`src/rtl/seg_scan_driver_pkg.sv`:
```
// Shared constants for the multiplexed seven-segment display driver.
package seg_scan_driver_pkg;

    // Number of multiplexed digits on the board.
    localparam int DIGITS = 4;

    // Active-low "everything off" patterns.
    localparam logic [7:0] SEG_OFF = 8'hFF;
    localparam logic [3:0] AN_OFF  = 4'hF;

    // Active-low segment patterns g..a, indexed by hex nibble (entry 0 is the LSB slice).
    localparam logic [15:0][6:0] SEG7_LUT = {
        7'h0E, 7'h06, 7'h21, 7'h46,   // F E d C
        7'h03, 7'h08, 7'h10, 7'h00,   // b A 9 8
        7'h78, 7'h02, 7'h12, 7'h19,   // 7 6 5 4
        7'h30, 7'h24, 7'h79, 7'h40    // 3 2 1 0
    };

endpackage

```
`src/rtl/seg_scan_driver_hex_to_seg7.sv`:
```
// Combinational hex nibble to active-low seven-segment (g..a) decoder.
module hex_to_seg7
    import seg_scan_driver_pkg::*;
(
    input  logic [3:0] nibble,
    output logic [6:0] seg
);

    assign seg = SEG7_LUT[nibble];

endmodule

```
`src/rtl/seg_scan_driver.sv`:
```
// Four-digit common-anode seven-segment scan driver with a double-buffered
// value, a blanking gap at the start of each digit slot and optional
// leading-zero suppression.
module seg_scan_driver
    import seg_scan_driver_pkg::*;
#(
    parameter int DIV_CYCLES   = 100000,
    parameter int BLANK_CYCLES = 1000
) (
    input  logic        CLK,
    input  logic        Reset,
    input  logic [15:0] data_in,
    input  logic        data_valid,
    input  logic [3:0]  dp_in,
    input  logic        blank_lz,
    output logic [3:0]  AN,
    output logic [7:0]  SEG,
    output logic        frame_done
);

    localparam int CNT_W = (DIV_CYCLES > 1) ? $clog2(DIV_CYCLES) : 1;
    localparam logic [CNT_W-1:0] CNT_LAST  = CNT_W'(DIV_CYCLES - 1);
    localparam logic [CNT_W-1:0] BLANK_LIM = CNT_W'(BLANK_CYCLES);

    logic [CNT_W-1:0]        cnt_reg;
    logic [1:0]              idx_reg;
    logic [15:0]             shadow_reg;
    logic [DIGITS-1:0]       shadow_dp_reg;
    logic [15:0]             disp_reg;
    logic [DIGITS-1:0]       disp_dp_reg;
    logic [3:0]              an_reg;
    logic [3:0]              an_next;
    logic [7:0]              seg_reg;
    logic [7:0]              seg_next;
    logic                    frame_done_reg;

    logic                    slot_end;
    logic                    frame_end;
    logic [DIGITS-1:0]       lead_zero;
    logic                    suppress;
    logic [3:0]              nibble;
    logic [6:0]              seg_lit;

    assign slot_end  = (cnt_reg == CNT_LAST);
    assign frame_end = slot_end && (idx_reg == 2'd3);

    // Slot timer and digit index: idx moves on the last cycle of each slot.
    always_ff @(posedge CLK or posedge Reset) begin
        if (Reset) begin
            cnt_reg <= '0;
            idx_reg <= '0;
        end else if (slot_end) begin
            cnt_reg <= '0;
            idx_reg <= idx_reg + 2'd1;
        end else begin
            cnt_reg <= cnt_reg + CNT_W'(1);
        end
    end

    // Shadow register: the latest strobe always wins.
    always_ff @(posedge CLK or posedge Reset) begin
        if (Reset) begin
            shadow_reg    <= '0;
            shadow_dp_reg <= '0;
        end else if (data_valid) begin
            shadow_reg    <= data_in;
            shadow_dp_reg <= dp_in;
        end
    end

    // Display register only changes at a frame boundary so digits never tear;
    // a strobe landing on the boundary cycle is seen one frame later.
    always_ff @(posedge CLK or posedge Reset) begin
        if (Reset) begin
            disp_reg    <= '0;
            disp_dp_reg <= '0;
        end else if (frame_end) begin
            disp_reg    <= shadow_reg;
            disp_dp_reg <= shadow_dp_reg;
        end
    end

    // lead_zero[k] is set when nibbles k..3 of the displayed value are all zero.
    for (genvar gi = 0; gi < DIGITS; gi++) begin : g_lead_zero
        assign lead_zero[gi] = (disp_reg[DIGITS*4-1:gi*4] == '0);
    end

    // Digit 0 always shows, so a zero value still reads "0".
    assign suppress = blank_lz && (idx_reg != 2'd0) && lead_zero[idx_reg];
    assign nibble   = disp_reg[idx_reg*4 +: 4];

    hex_to_seg7 u_dec (
        .nibble (nibble),
        .seg    (seg_lit)
    );

    // Next anode/segment pattern: dark during the anti-ghost gap, else the current digit.
    always_comb begin
        an_next  = AN_OFF;
        seg_next = SEG_OFF;
        if (cnt_reg >= BLANK_LIM) begin
            an_next  = ~(4'b0001 << idx_reg);
            seg_next = {~disp_dp_reg[idx_reg], suppress ? 7'h7F : seg_lit};
        end
    end

    // Registered outputs, one cycle behind the slot timer.
    always_ff @(posedge CLK or posedge Reset) begin
        if (Reset) begin
            an_reg         <= AN_OFF;
            seg_reg        <= SEG_OFF;
            frame_done_reg <= 1'b0;
        end else begin
            an_reg         <= an_next;
            seg_reg        <= seg_next;
            frame_done_reg <= frame_end;
        end
    end

    assign AN         = an_reg;
    assign SEG        = seg_reg;
    assign frame_done = frame_done_reg;

endmodule
```
`config.mk`:
```
export PLATFORM = sky130hd
export DESIGN_NAME = seg_scan_driver
export DESIGN_NICKNAME = d
export VERILOG_FILES = /design/src/rtl/seg_scan_driver_pkg.sv /design/src/rtl/seg_scan_driver_hex_to_seg7.sv /design/src/rtl/seg_scan_driver.sv
export SDC_FILE = /design/constraint.sdc
export NUM_CORES = 1
export LEC_CHECK = 0
export CORE_UTILIZATION = 46
export DETAILED_ROUTE_END_ITERATION = 8
export PLACE_DENSITY = 0.67
export SLEW_MARGIN = 20
export SYNTH_ARGS = -nofsm -noshare
export SYNTH_HDL_FRONTEND = slang
export SYNTH_SLANG_ARGS = --single-unit
```
`constraint.sdc`:
```
create_clock -name CLK -period 4.33 [get_ports CLK]
set_input_delay 0.6495 -clock CLK [delete_from_list [all_inputs] [get_ports CLK]]
set_output_delay 0.6495 -clock CLK [all_outputs]
set_load 0.02 [all_outputs]
```
==> flow_summary.json <==
{
  "ys_dominant_reg_cell": "sky130_fd_sc_hd__dfrtp_1",
  "worstPathCellList": "inv_1 -> ha_1 -> or4b_2 -> nor4_1 -> a21boi_4 -> o211ai_1",
  "regToRegSetupSlack_ns": 1.92,
  "post_route_drc_violation_count": 0,
  "synth.yosys.warnings": 0,
  "global_route.peak_usage_layer": "met2",
  "period_share": 0.555,
  "power_leakage_nw": 1.71,
  "clock_sink_count": 72,
  "rsz_0062_raised_after_global_routing": "no",
  "synth_area_leaders": "sky130_fd_sc_hd__dfrtp_1 45%, sky130_fd_sc_hd__mux2_2 14%, sky130_fd_sc_hd__dfstp_2 9.4%",
  "critical-path-top-delay-family": "simple AND/OR/NAND/NOR gates",
  "nets": 326,
  "slew_headroom": 0.420,
  "critical_path.max_fanout": 8,
  "starting_density_of_the_core": 0.485,
  "finalSetupViolations": 0,
  "syn_area_per_cell_sq_um": 13.5,
  "synth_async_sr_flop_share": 1.00,
  "synth_area_sq_mm": 0.00335,
  "regToRegEndpoint": "SEG[6]",
  "cts_root_buffer": "sky130_fd_sc_hd__clkbuf_8",
  "wire_length_per_cell_um": 14.6,
  "net_count_after_synthesis": 284,
  "cts_buffers": 9,
  "dp.final_hpwl_um": 4120,
  "critPathArrivalTime_ns": 2.67,
  "detail_route.first_pass.iterations": 4,
  "post_cts.resized_instances": 0,
  "synth_area_leader_cell": "sky130_fd_sc_hd__dfrtp_1",
  "setup-tns-final_ns": 0,
  "fp-row-count": 30,
  "synth.most_common_cell": "sky130_fd_sc_hd__dfrtp_1",
  "cts_htree_levels": 3,
  "post_drt_via_cell_ratio": 5.19,
  "num_antenna_cells": 0,
  "synth.yosys.seq_area_share": 0.542,
  "fp.dieW_um": 87.4,
  "syn2layout_area_growth_pct": 18.9,
  "timing.setup.critical_path_class": "flip-flop to flip-flop",
  "ys_top_cells_by_count": "60 x sky130_fd_sc_hd__dfrtp_1, 43 x sky130_fd_sc_hd__mux2_2, 17 x sky130_fd_sc_hd__nand2_1",
  "worstRegToRegCells": 6,
  "dr.first_iter.drc_count": 56,
  "cp_capture_type": "flip-flop",
  "max_freq_mhz": 416,
  "cts_hold_repair.buffers": 0,
  "critPathLaunchType": "flip-flop",
  "regToRegStartpoint": "idx_reg[0]",
  "critical_path.max_stage_delay_ns": 0.66,
  "grt_use_met2": 0.258,
  "drt.antenna.violating_nets": 0,
  "synth_largest_type_area_fraction": 0.448,
  "crit_path_top_delay_cell": "sky130_fd_sc_hd__or4b_2",
  "grt_first_pass_wirelength_um": 10100,
  "synth_edf_count": 0,
  "clock_latency_ns": 0.35,
  "power_density_mw_per_mm2": 326,
  "worstHoldEndpoint": "cnt_reg[8]",
  "final_max_slew_viol_count": 0,
  "report.final.hold_viol_count": 0,
  "design.core.area_sq_mm": 0.00691,
  "gr-usage-all-layers": 0.179,
  "design.die.area_sq_mm": 0.00763,
  "global_route.usage.met1": 0.247,
  "global_route.overflow_total": 0,
  "drive_above_1_share": 0.295,
  "outcome": "finished clean",
  "hold_depth": 1,
  "number_of_global_route_vias_before_repair": 2050,
  "boundaryPins": 37,
  "data_required_time_at_the_worst_endpoint_ns": 4.60,
  "grt_start_max_net_pins": 49,
  "finalWirelength_um": 5720,
  "tritoncts": "yes",
  "cts.reportedPaths.clkPinSlew_ns": 0.07,
  "finClkSkew_ns": 0.00981,
  "route.vias.total": 2028,
  "die_y_um": 87.4,
  "critical_path.n_buffers_inverters": 1,
  "post-cts-setup-buffers": 0,
  "antenna_found_initial": 0,
  "final.hold.worst_slack_ns": 0.497,
  "max_slew.worst_pin.slew_ns": 0.867,
  "numPortBuffers": 36,
  "clockBufferDepth": 2,
  "hold_path.startpoint": "cnt_reg[8]",
  "postSynthCellCount": 248,
  "worst-path-stages": 6,
  "worst_ir_drop_vdd_mv": 0.180,
  "max_cap_viol_count": 0,
  "post_synth_num_cell_types": 42,
  "timing.final.crit_period_ns": 2.41,
  "globalplace.congestion": 0.791,
  "worstHoldPathType": "flip-flop to flip-flop",
  "synth.ff_latch_count": 72,
  "grt_use_met3": 0.0512,
  "largest_register_ff_count": 17
}
-- worst reg2reg max path, delay by kind of cell, from the launching register on --
family                   cells  cell delay [ns]
AO/OA/AOI/OAI                2             0.28
adder cells (fa/ha/maj)      1             0.25
buffers and inverters        1             0.17
flip-flops                   1             0.57
AND/OR/NAND/NOR              2             1.06
-- how the worst max path moves through the flow --
stage	from	to
floorplan	Reset	cnt_reg[0]
global placement	blank_lz	SEG[6]
detailed placement	blank_lz	SEG[6]
CTS	idx_reg[0]	SEG[6]
global route	idx_reg[0]	SEG[6]
finish	idx_reg[0]	SEG[6]
-- cells in the final DEF, fill, tap and decap left out, types with 3 or more instances in the layout --
| cell | instances |
|---|---|
| sky130_fd_sc_hd__nor3_1 | 4 |
| sky130_fd_sc_hd__ha_1 | 12 |
| sky130_fd_sc_hd__clkbuf_8 | 10 |
| sky130_fd_sc_hd__xor2_1 | 6 |
| sky130_fd_sc_hd__o211ai_1 | 5 |
| sky130_fd_sc_hd__o21ai_0 | 4 |
| sky130_fd_sc_hd__nand3_1 | 5 |
| sky130_fd_sc_hd__xnor2_1 | 9 |
| sky130_fd_sc_hd__mux4_2 | 3 |
| sky130_fd_sc_hd__inv_1 | 9 |
| sky130_fd_sc_hd__mux2_2 | 43 |
| sky130_fd_sc_hd__buf_4 | 3 |
| sky130_fd_sc_hd__nor2b_1 | 3 |
| sky130_fd_sc_hd__nand4_1 | 5 |
| sky130_fd_sc_hd__nand2_1 | 17 |
| sky130_fd_sc_hd__dfstp_2 | 12 |
| sky130_fd_sc_hd__clkinv_2 | 3 |
| sky130_fd_sc_hd__clkdlybuf4s50_1 | 36 |
| sky130_fd_sc_hd__nor2_1 | 11 |
| sky130_fd_sc_hd__dfrtp_1 | 60 |
| sky130_fd_sc_hd__nor4_1 | 4 |
-- where the power goes --
part	internal [W]	leakage [nW]	switching, W
Sequential	0.000691	0.905	0.00000944
Combinational	0.0000354	0.702	0.0000223
Clock	0.000285	0.107	0.000255
-- layout make-up --
type                       count  area (sq um)
multi-input combinational    158          1420
sequential                    72          1820
clock inverter                 6          66.3
timing repair buffer          39           383
clock buffer                  10           138
fill                         618          2920
tap                           96           120
inverter                      10          38.8
-- per-layer routing --
layer / vias to the layer above / routed length, um
met2: 36 / 2630
li1: 966 / -
met5: - / 0
met3: 9 / 216
met1: 1017 / 2760
met4: 0 / 112
-- per-stage QoR --
stage	util	power, W	setup slack [ns]	cell area [sq um]	instances
CTS	0.577	0.00132	1.90	3990	391
floorplan	-	0.000742	1.88	3350	248
detailed placement	0.547	0.000773	1.86	3780	375
global route	0.577	0.00136	1.73	3990	391
global placement	0.547	0.000771	1.86	3780	375
finish	0.577	0.00130	1.92	3990	391
-- cell families after synthesis --
| logic type | after synthesis | synth area share |
|---|---|---|
| AO/OA/AOI/OAI | 18 | 0.0444 |
| XOR/XNOR | 15 | 0.0392 |
| adder cells (fa/ha/maj) | 12 | 0.0448 |
| buffers and inverters | 18 | 0.0332 |
| flip-flops | 72 | 0.542 |
| multiplexers | 50 | 0.186 |
| AND/OR/NAND/NOR | 63 | 0.110 |
Note: power is estimated with default switching activity, not from simulation.
